`src/rtl/imm_pkg.sv`:
```
// Immediate-extension shared types: format codes, buffer states,
// and the DATA_WIDTH legality check used by imm_ext_pipe.
package imm_pkg;

  typedef enum logic [2:0] {
    IMM_I   = 3'b000,
    IMM_B   = 3'b001,
    IMM_S   = 3'b010,
    IMM_U   = 3'b011,
    IMM_J   = 3'b100,
    IMM_Z   = 3'b101,
    IMM_SH  = 3'b110,
    IMM_BAD = 3'b111
  } imm_src_e;

  typedef enum logic [1:0] {
    SB_EMPTY = 2'd0,
    SB_ONE   = 2'd1,
    SB_FULL  = 2'd2
  } sb_state_e;

  localparam int IMM_DW_NARROW = 32;
  localparam int IMM_DW_WIDE   = 64;

  function automatic bit imm_dw_legal(input int w);
    return (w == IMM_DW_NARROW) || (w == IMM_DW_WIDE);
  endfunction

endpackage

```
`src/rtl/imm_skid_buf.sv`:
```
// Two-entry valid/ready buffer (output reg + skid reg), payload W bits.
// Ports: clk_i, rst_i, flush_i, valid_i/ready_o/data_i in, valid_o/ready_i/data_o out.
module imm_skid_buf
  import imm_pkg::*;
#(
  parameter int W = 8
) (
  input  logic         clk_i,
  input  logic         rst_i,
  input  logic         flush_i,
  input  logic         valid_i,
  output logic         ready_o,
  input  logic [W-1:0] data_i,
  output logic         valid_o,
  input  logic         ready_i,
  output logic [W-1:0] data_o
);

  sb_state_e    st_q;
  logic [W-1:0] out_q;
  logic [W-1:0] skid_q;
  logic         vld_q;
  logic         rdy_q;
  logic         acc;
  logic         pop;

  assign acc = valid_i & rdy_q;
  assign pop = vld_q & ready_i;

  // ready/valid are kept as their own flops so ready_o never
  // depends combinationally on ready_i.
  always_ff @(posedge clk_i) begin
    if (rst_i) begin
      st_q   <= SB_EMPTY;
      vld_q  <= 1'b0;
      rdy_q  <= 1'b1;
      out_q  <= '0;
      skid_q <= '0;
    end else if (flush_i) begin
      st_q  <= SB_EMPTY;
      vld_q <= 1'b0;
      rdy_q <= 1'b1;
    end else begin
      unique case (st_q)
        SB_EMPTY: begin
          if (acc) begin
            out_q <= data_i;
            st_q  <= SB_ONE;
            vld_q <= 1'b1;
          end
        end
        SB_ONE: begin
          if (acc && pop) begin
            out_q <= data_i;
          end else if (acc) begin
            skid_q <= data_i;
            st_q   <= SB_FULL;
            rdy_q  <= 1'b0;
          end else if (pop) begin
            st_q  <= SB_EMPTY;
            vld_q <= 1'b0;
          end
        end
        SB_FULL: begin
          if (pop) begin
            out_q <= skid_q;
            st_q  <= SB_ONE;
            rdy_q <= 1'b1;
          end
        end
        default: begin
          st_q  <= SB_EMPTY;
          vld_q <= 1'b0;
          rdy_q <= 1'b1;
        end
      endcase
    end
  end

  assign ready_o = rdy_q;
  assign valid_o = vld_q;
  assign data_o  = out_q;

endmodule

```
`src/rtl/imm_ext_pipe.sv`:
```
// RISC-V immediate decode/extend with a 2-entry handshake buffer.
// Ports: clk_i, rst_i, flush_i, valid_i/ready_o, imm_src_i, instr_i, tag_i,
// valid_o/ready_i, imm_ext_o, tag_o (+ err_o with IMM_EXT_ILLEGAL_EN).
module imm_ext_pipe
  import imm_pkg::*;
#(
  parameter int DATA_WIDTH = 32,
  parameter int TAG_WIDTH  = 5
) (
  input  logic                  clk_i,
  input  logic                  rst_i,
  input  logic                  flush_i,
  input  logic                  valid_i,
  output logic                  ready_o,
  input  logic [2:0]            imm_src_i,
  input  logic [31:0]           instr_i,
  input  logic [TAG_WIDTH-1:0]  tag_i,
  output logic                  valid_o,
  input  logic                  ready_i,
  output logic [DATA_WIDTH-1:0] imm_ext_o,
`ifdef IMM_EXT_ILLEGAL_EN
  output logic                  err_o,
`endif
  output logic [TAG_WIDTH-1:0]  tag_o
);

  localparam bit DW_OK = imm_dw_legal(DATA_WIDTH);

  if (!DW_OK) begin : g_dw_bad
    $error("imm_ext_pipe: DATA_WIDTH must be 32 or 64");
  end

`ifdef IMM_EXT_ILLEGAL_EN
  localparam int EW = 1;
`else
  localparam int EW = 0;
`endif
  localparam int PW = DATA_WIDTH + TAG_WIDTH + EW;

  imm_src_e              src;
  logic [31:0]           imm32;
  logic [DATA_WIDTH-1:0] imm;
  logic [PW-1:0]         pay_in;
  logic [PW-1:0]         pay_out;

  assign src = imm_src_e'(imm_src_i);

  // Every format fits in 32 bits with bit 31 as its sign (zero for
  // Z/SH/illegal), so one final sign-extension serves both widths.
  always_comb begin
    imm32 = '0;
    unique case (1'b1)
      (src == IMM_I):
        imm32 = {{20{instr_i[31]}}, instr_i[31:20]};
      (src == IMM_B):
        imm32 = {{19{instr_i[31]}}, instr_i[31], instr_i[7],
                 instr_i[30:25], instr_i[11:8], 1'b0};
      (src == IMM_S):
        imm32 = {{20{instr_i[31]}}, instr_i[31:25], instr_i[11:7]};
      (src == IMM_U):
        imm32 = {instr_i[31:12], 12'b0};
      (src == IMM_J):
        imm32 = {{11{instr_i[31]}}, instr_i[31], instr_i[19:12],
                 instr_i[20], instr_i[30:21], 1'b0};
      (src == IMM_Z):
        imm32 = {27'b0, instr_i[19:15]};
      (src == IMM_SH):
        imm32 = (DATA_WIDTH == IMM_DW_WIDE)
              ? {26'b0, instr_i[25:20]}
              : {27'b0, instr_i[24:20]};
      default:
        imm32 = '0;
    endcase
  end

  assign imm = DATA_WIDTH'($signed(imm32));

`ifdef IMM_EXT_ILLEGAL_EN
  assign pay_in = {(src == IMM_BAD), tag_i, imm};
`else
  assign pay_in = {tag_i, imm};
`endif

  imm_skid_buf #(
    .W(PW)
  ) u_buf (
    .clk_i   (clk_i),
    .rst_i   (rst_i),
    .flush_i (flush_i),
    .valid_i (valid_i),
    .ready_o (ready_o),
    .data_i  (pay_in),
    .valid_o (valid_o),
    .ready_i (ready_i),
    .data_o  (pay_out)
  );

  assign imm_ext_o = pay_out[DATA_WIDTH-1:0];
  assign tag_o     = pay_out[DATA_WIDTH +: TAG_WIDTH];
`ifdef IMM_EXT_ILLEGAL_EN
  assign err_o     = pay_out[PW-1];
`endif

endmodule

```
`config.mk`:
```
export PLATFORM = sky130hd
export DESIGN_NAME = imm_ext_pipe
export DESIGN_NICKNAME = d
export VERILOG_FILES = /design/src/rtl/imm_pkg.sv /design/src/rtl/imm_skid_buf.sv /design/src/rtl/imm_ext_pipe.sv
export SDC_FILE = /design/constraint.sdc
export NUM_CORES = 1
export LEC_CHECK = 0
export ABC_AREA = 1
export BUFFER_PORTS_ARGS = -buffer_cell sky130_fd_sc_hd__buf_2
export CELL_PAD_IN_SITES_DETAIL_PLACEMENT = 0
export CELL_PAD_IN_SITES_GLOBAL_PLACEMENT = 1
export CORE_ASPECT_RATIO = 1.2
export CORE_MARGIN = 3
export CORE_UTILIZATION = 40
export CTS_BUF_LIST = sky130_fd_sc_hd__clkbuf_8 sky130_fd_sc_hd__clkbuf_16
export DETAILED_ROUTE_END_ITERATION = 6
export GPL_TIMING_DRIVEN = 1
export PLACE_DENSITY = 0.85
export SYNTH_ARGS = -nofsm -noshare
export SYNTH_HDL_FRONTEND = slang
export SYNTH_SLANG_ARGS = --single-unit
```
`constraint.sdc`:
```
create_clock -name clk_i -period 3.3 [get_ports clk_i]
set_input_delay 0.99 -clock clk_i [delete_from_list [all_inputs] [get_ports clk_i]]
set_output_delay 0.99 -clock clk_i [all_outputs]
set_load 0.03 [all_outputs]
```
# After elaboration in Yosys (flattened, before gate mapping)
# Cells that the tools add are included.
[word_totals]
regBits = 78
latch_bits = 0
mem_bits_rw = 0
rom_bits = 0
input_bits = 45
output_inout_bits = 39
wordCells = 57
memories = 0
[classes]
addsub = 0
multipliers = 0
div = 0
n_lt_le_gt_ge = 0
n_eq_ne = 16
n_shift = 0
n_mux = 20
n_bitwise = 6
n_reduce_logical = 10
[ops]
columns = ["op", "count"]
rows = [
  ["$pmux W32 S7", 1],
  ["$mux W37", 3],
  ["$pmux W37 S3", 1],
  ["$reduce_and A4 Y1", 3],
  ["$mux W2", 5],
  ["$ne A2 B1 Y1 const B", 5],
  ["$reduce_and A5 Y1", 2],
  ["$eq A3 B3 Y1 const B", 3],
  ["$mux W1", 7],
  ["$eq A3 B2 Y1 const B", 2],
  ["$pmux W1 S3", 2],
  ["$pmux W2 S3", 1],
  ["$ne A2 B2 Y1 const B", 2],
  ["$not A1 Y1", 4],
  ["$eq A3 B1 Y1 const B", 1],
  ["$logic_not A3 Y1", 1],
  ["$ne A3 B1 Y1 const B", 1],
  ["$reduce_bool A3 Y1", 1],
  ["$and A1 B1 Y1", 2],
  ["$eq A2 B1 Y1 const B", 1],
  ["$eq A2 B2 Y1 const B", 1],
  ["$logic_not A2 Y1", 1],
  ["$reduce_or A2 Y1", 1],
  ["$logic_and A1 B1 Y1", 1],
]

# Longest topological paths before layout
[depth]
ltp_word = 5
ltp_mapped = 10
mapped_depth_nobuf = 9

# Modules after synthesis
# From an unflattened synthesis, not the netlist that was laid out.
[hier_totals]
cells_unflattened = 668
hier_area_um2 = 4132.7
[modules_own_cells]
columns = ["mod", "n_inst", "cells_each", "area_each_um2", "seq_area_each_um2"]
rows = [
  ["imm_skid_buf", 1, 569, 3691.0, 1561.5],
  ["imm_ext_pipe", 1, 99, 441.7, 0.0],
]

# Worst setup path after synthesis
# Ideal clock, no wire load.
[synth_path]
path_type = "input to register"
start = "input imm_src_i[0]"
end = "register u_buf.out_q[20], in the netlist u_buf.data_o[20]"
setup_ns = 0.056
t_arrival_ns = 1.886
t_required_ns = 3.244
setup_slack_ns = 1.358
stages = 9
path_buffers = 2
path_cell_list = "buf_2 nor2_2 nand3_1 buf_2 nand3_1 nand2_1 nand3_1 nand2_1 inv_1"
[synth_via]
elab_chain_cells = 4
elab_cells_between_ends = 11
classes_between = "eq/ne (6); mux (4); reduce/logical (1)"
[synth_rtl]
columns = ["item", "line_no", "text"]
rows = [
  ["from (decl)", "imm_ext_pipe.sv:15", "input logic [2:0] imm_src_i,"],
  ["$eq A3 B3 Y1, or another cell as far along", "imm_ext_pipe.sv:67", "(src == IMM_SH):"],
  ["$pmux W32 S7 *", "imm_ext_pipe.sv:52", "unique case (1'b1)"],
  ["$mux W37 (on tied branches)", "imm_skid_buf.sv:53, imm_skid_buf.sv:46", ""],
  ["$pmux W37 S3 *", "imm_skid_buf.sv:44", "unique case (st_q)"],
  ["to (signal assigned)", "imm_skid_buf.sv:47", "out_q <= data_i;"],
  ["to (signal assigned)", "imm_skid_buf.sv:54", "out_q <= data_i;"],
  ["to (signal assigned)", "imm_skid_buf.sv:66", "out_q <= skid_q;"],
  ["to (decl)", "imm_skid_buf.sv:20", "logic [W-1:0] out_q;"],
]
# Every way passes the cells marked *; elsewhere a longest branch is shown, timed or not. The select of a mux whose other input is x is not followed.
# A chain may end at the register's enable or synchronous reset.

# Worst setup path in the final report
[layout_path]
start = "input valid_i"
end = "register u_buf.skid_q[16]"
[layout_via]
elab_chain_cells = 4
[layout_rtl]
columns = ["item", "line_no", "text"]
rows = [
  ["from (decl)", "imm_ext_pipe.sv:13", "input logic valid_i,"],
  ["$and A1 B1 Y1 *", "imm_skid_buf.sv:27", "assign acc = valid_i & rdy_q;"],
  ["$logic_and A1 B1 Y1", "imm_skid_buf.sv:53", "if (acc && pop) begin"],
  ["$not A1 Y1 (no line)", "n/a", ""],
  ["$reduce_and A4 Y1 (no line) *", "n/a", ""],
  ["to (signal assigned)", "imm_skid_buf.sv:56", "skid_q <= data_i;"],
  ["to (decl)", "imm_skid_buf.sv:21", "logic [W-1:0] skid_q;"],
]
# Every way passes the cells marked *; elsewhere a longest branch is shown, timed or not.

==> results.tsv <==
stage	metric	value	unit
run_status	run_status	completed	
placed_design	dpl.cell_count	760	
timing	finalSetupTns	0	ns
clocking	cts-hold-fix-buffers	0	
timing	max-slew-margin-rel	53.8	%
synthesis	synth_seq_area_share	41.0	%
timing	finalWorstPathRequiredPeriod	2.21	ns
drt	first_iter_violations	173	
synthesis	avgSynthCellArea	6.41	um^2
drt	antenna_left	0	
global_route	grt_start_max_net_pins	38	
cells_and_area	synthToLayoutAreaGrowth	13.9	%
placed_design	dp.final_hpwl	6600	um
timing	timing_worst_slew_pin_value	0.690	ns
worst_setup_path	crit_path_top_delay_cell	nor2_4	
cells_and_area	drive_above_1_share	16.2	%
floorplan	rows	38	
worst_hold_path	hp-class	register to register	
worst_setup_path	worstReg2RegStart	u_buf.st_q[1]	
clocking	cts-resized-gates	0	
flow_run	maxCapViolations	0	
clocking	cts_root_buffer	clkbuf_8	
floorplan	die-width	95.1	um
power	power.ir.vdd_worst	185	uV
timing	fin_crit_sh	67.1	%
clocking	insertion_delay	0.36	ns
floorplan	floorplan.initialDensity	41.5	%
worst_hold_path	worst_hold_startpoint	u_buf.data_o[10]	
cells_and_area	instances_no_fill	774	
timing	setup_viol	0	
timing	drv_slew	0	
synthesis	ys_types	22	
worst_hold_path	min_delay_path_depth	2	
worst_setup_path	critical_path.most_common_cell	nand2_1	
global_route	grtUsageTotal	19.6	%
cells_and_area	layout.nets	696	
cells_and_area	number_of_fillers_in_the_final_layout	996	
global_route	global_route_wire_length_before_repair	16700	um
synthesis	post_synth_instance_area	3810	um^2
synthesis	synth_async_sr_flop_share	0	%
placed_design	place.port_buffers	76	
worst_setup_path	kind_of_end_point_of_the_critical_path	register	
clocking	numCtsBuffers	9	
cells_and_area	count_of_inserted_antenna_diode_cells	0	
drt	route.final.wire_length	9960	um
drt	post_detailed_route_drc_marker_count	0	
worst_setup_path	r2r_setup_slack	1.28	ns
floorplan	die_footprint	10700	um^2
synthesis	synth_edf_count	0	
global_route	grt_remaining_overflow	0	
power	total_leakage_power	2.26	nW
synthesis	yosys_warnings	0	
worst_setup_path	worst_ep_arrival_time	2.50	ns
global_route	antenna_found_initial	0	
synthesis	syn-instance-count	594	
drt	first_pass_iters	4	
floorplan	dieHeight	113	um
global_route	first_global_vias	3639	
clocking	cts-root-to-sink-buffers	2	
worst_setup_path	slowest_delay	0.41	ns
drt	vias_per_cell	4.93	
clocking	postCtsSetupRepairBufs	0	
placed_design	gpl.final_weighted_congestion	0.841	
worst_setup_path	crit-reg2reg-capture	u_buf.valid_o	
drt	wl_per_cell	12.9	um
worst_setup_path	required	3.58	ns
power	power.density_cell_area	457	nW/um^2
worst_setup_path	cell_count_of_the_worst_reg_to_reg_path	6	
cells_and_area	commonest_cells_after_routing_fill_and_taps_aside	nand2_1, dfxtp_1, buf_2	
cells_and_area	util_after_layout	47.3	%
synthesis	dominantRegCellSynth	dfxtp_1	
timing	hold_violations	0	
synthesis	synth_fp_nets	639	
clocking	tritoncts	done	
worst_hold_path	holdPathEnd	u_buf.data_o[10]	
clocking	cts.sinks	78	
timing	highest_clock_rate	452	MHz
worst_setup_path	timing.critical_path.cells	buf_2 > nand2_1 > inv_1 > nand2_1 > nor2_4 > buf_4 > o21ai_0 > a31oi_1	
clocking	clk_pin_slew	0.08	ns
worst_setup_path	timing.critical_path.from_type	input port	
floorplan	design.core.area	9180	um^2
synthesis	synth.ff_latch_count	78	
clocking	cts_max_level	3	
timing	rsz0062_at_grt	false	
worst_setup_path	critical_path_peak_fanout	28	
timing	clock_skew	0.00892	ns
drt	vias	3814	
floorplan	io_pins	84	
cells_and_area	layout.cells.most_common	nand2_1	
worst_setup_path	category_of_the_critical_setup_timing_path	input port to register	
[cell families after synthesis]
group,Yosys count,synth area share [%]
AOI/OAI and AO/OA,103,14.0
DFF,78,41.0
buffers and inverters,98,11.5
and+or+nand+nor,315,33.5
[final cells by class]
| type | instances | area [um^2] | area share [%] |
|---|---|---|---|
| timing repair buffer | 82 | 425 | 9.80 |
| multi-input combinational | 418 | 1810 | 41.8 |
| inverter | 62 | 233 | 5.36 |
| tap | 120 | 150 | 3.46 |
| sequential | 78 | 1560 | 36.0 |
| clock inverter | 4 | 17.5 | 0.404 |
| clock buffer | 10 | 138 | 3.17 |
[cell usage after synthesis, types with 4 or more instances]
cell      instances  area (um^2)
a21oi_1          52          260
a31oi_1           9         56.3
buf_2            14         70.1
buf_4             6         45.0
buf_6             4         45.0
clkbuf_1         10         37.5
dfxtp_1          78         1560
inv_1            57          214
inv_2             5         18.8
nand2_1         188          706
nand3_1          50          250
nor2_1           67          251
o21ai_0          38          190
[through the flow]
step	instance area, um^2	setup WS (ns)	power [mW]	hold slack [ns]
after detailed placement	4180	0.729	1.39	0.454
final	4340	1.09	1.98	0.465
after global routing	4340	0.889	2.09	0.486
after floorplan	3810	1.36	1.29	0.444
after global placement	4180	0.729	1.39	0.450
after CTS	4340	1.11	2.01	0.467
[per-layer routing]
layer | global-route usage [%] | vias up | share of wire, % | wire length, um
li1 | - | 1987 | - | -
met1 | 24.5 | 1713 | 46 | 4560
met2 | 32.6 | 102 | 46 | 4620
met3 | 3.99 | 12 | 6.1 | 611
met4 | 8.08 | 0 | 1.7 | 166
met5 | 0 | - | 0 | 0
[critical path: cells and delay by family]
family	cells	cell delay, ns
buffers and inverters	3	0.59
AOI/OAI and AO/OA	2	0.32
and+or+nand+nor	3	0.60
[worst max path at each step]
| stage | endpoint | slack [ns] | cells after the start | from |
|---|---|---|---|---|
| after floorplan | u_buf.data_o[20] | 1.36 | 9 | imm_src_i[0] |
| after global placement | u_buf.skid_q[3] | 0.73 | 8 | valid_i |
| after detailed placement | u_buf.skid_q[12] | 0.73 | 8 | valid_i |
| after CTS | u_buf.skid_q[12] | 1.11 | 8 | valid_i |
| after global routing | u_buf.skid_q[1] | 0.89 | 8 | valid_i |
| final | u_buf.skid_q[16] | 1.09 | 8 | valid_i |
[registers in the layout, summed over array words and instances, names as in the netlist]
name           cells
u_buf.data_o      37
u_buf.valid_o      1
u_buf.ready_o      1
u_buf.skid_q      37
u_buf.st_q         2
[where the power goes]
group | switching (mW) | internal [mW] | leakage (nW) | total (mW)
registers | 0.0219 | 0.987 | 0.635 | 1.01
logic | 0.248 | 0.111 | 1.53 | 0.359
clock network | 0.339 | 0.278 | 0.0904 | 0.617
total | 0.609 | 1.38 | 2.26 | 1.98
Power figures use the tool's default switching activity.
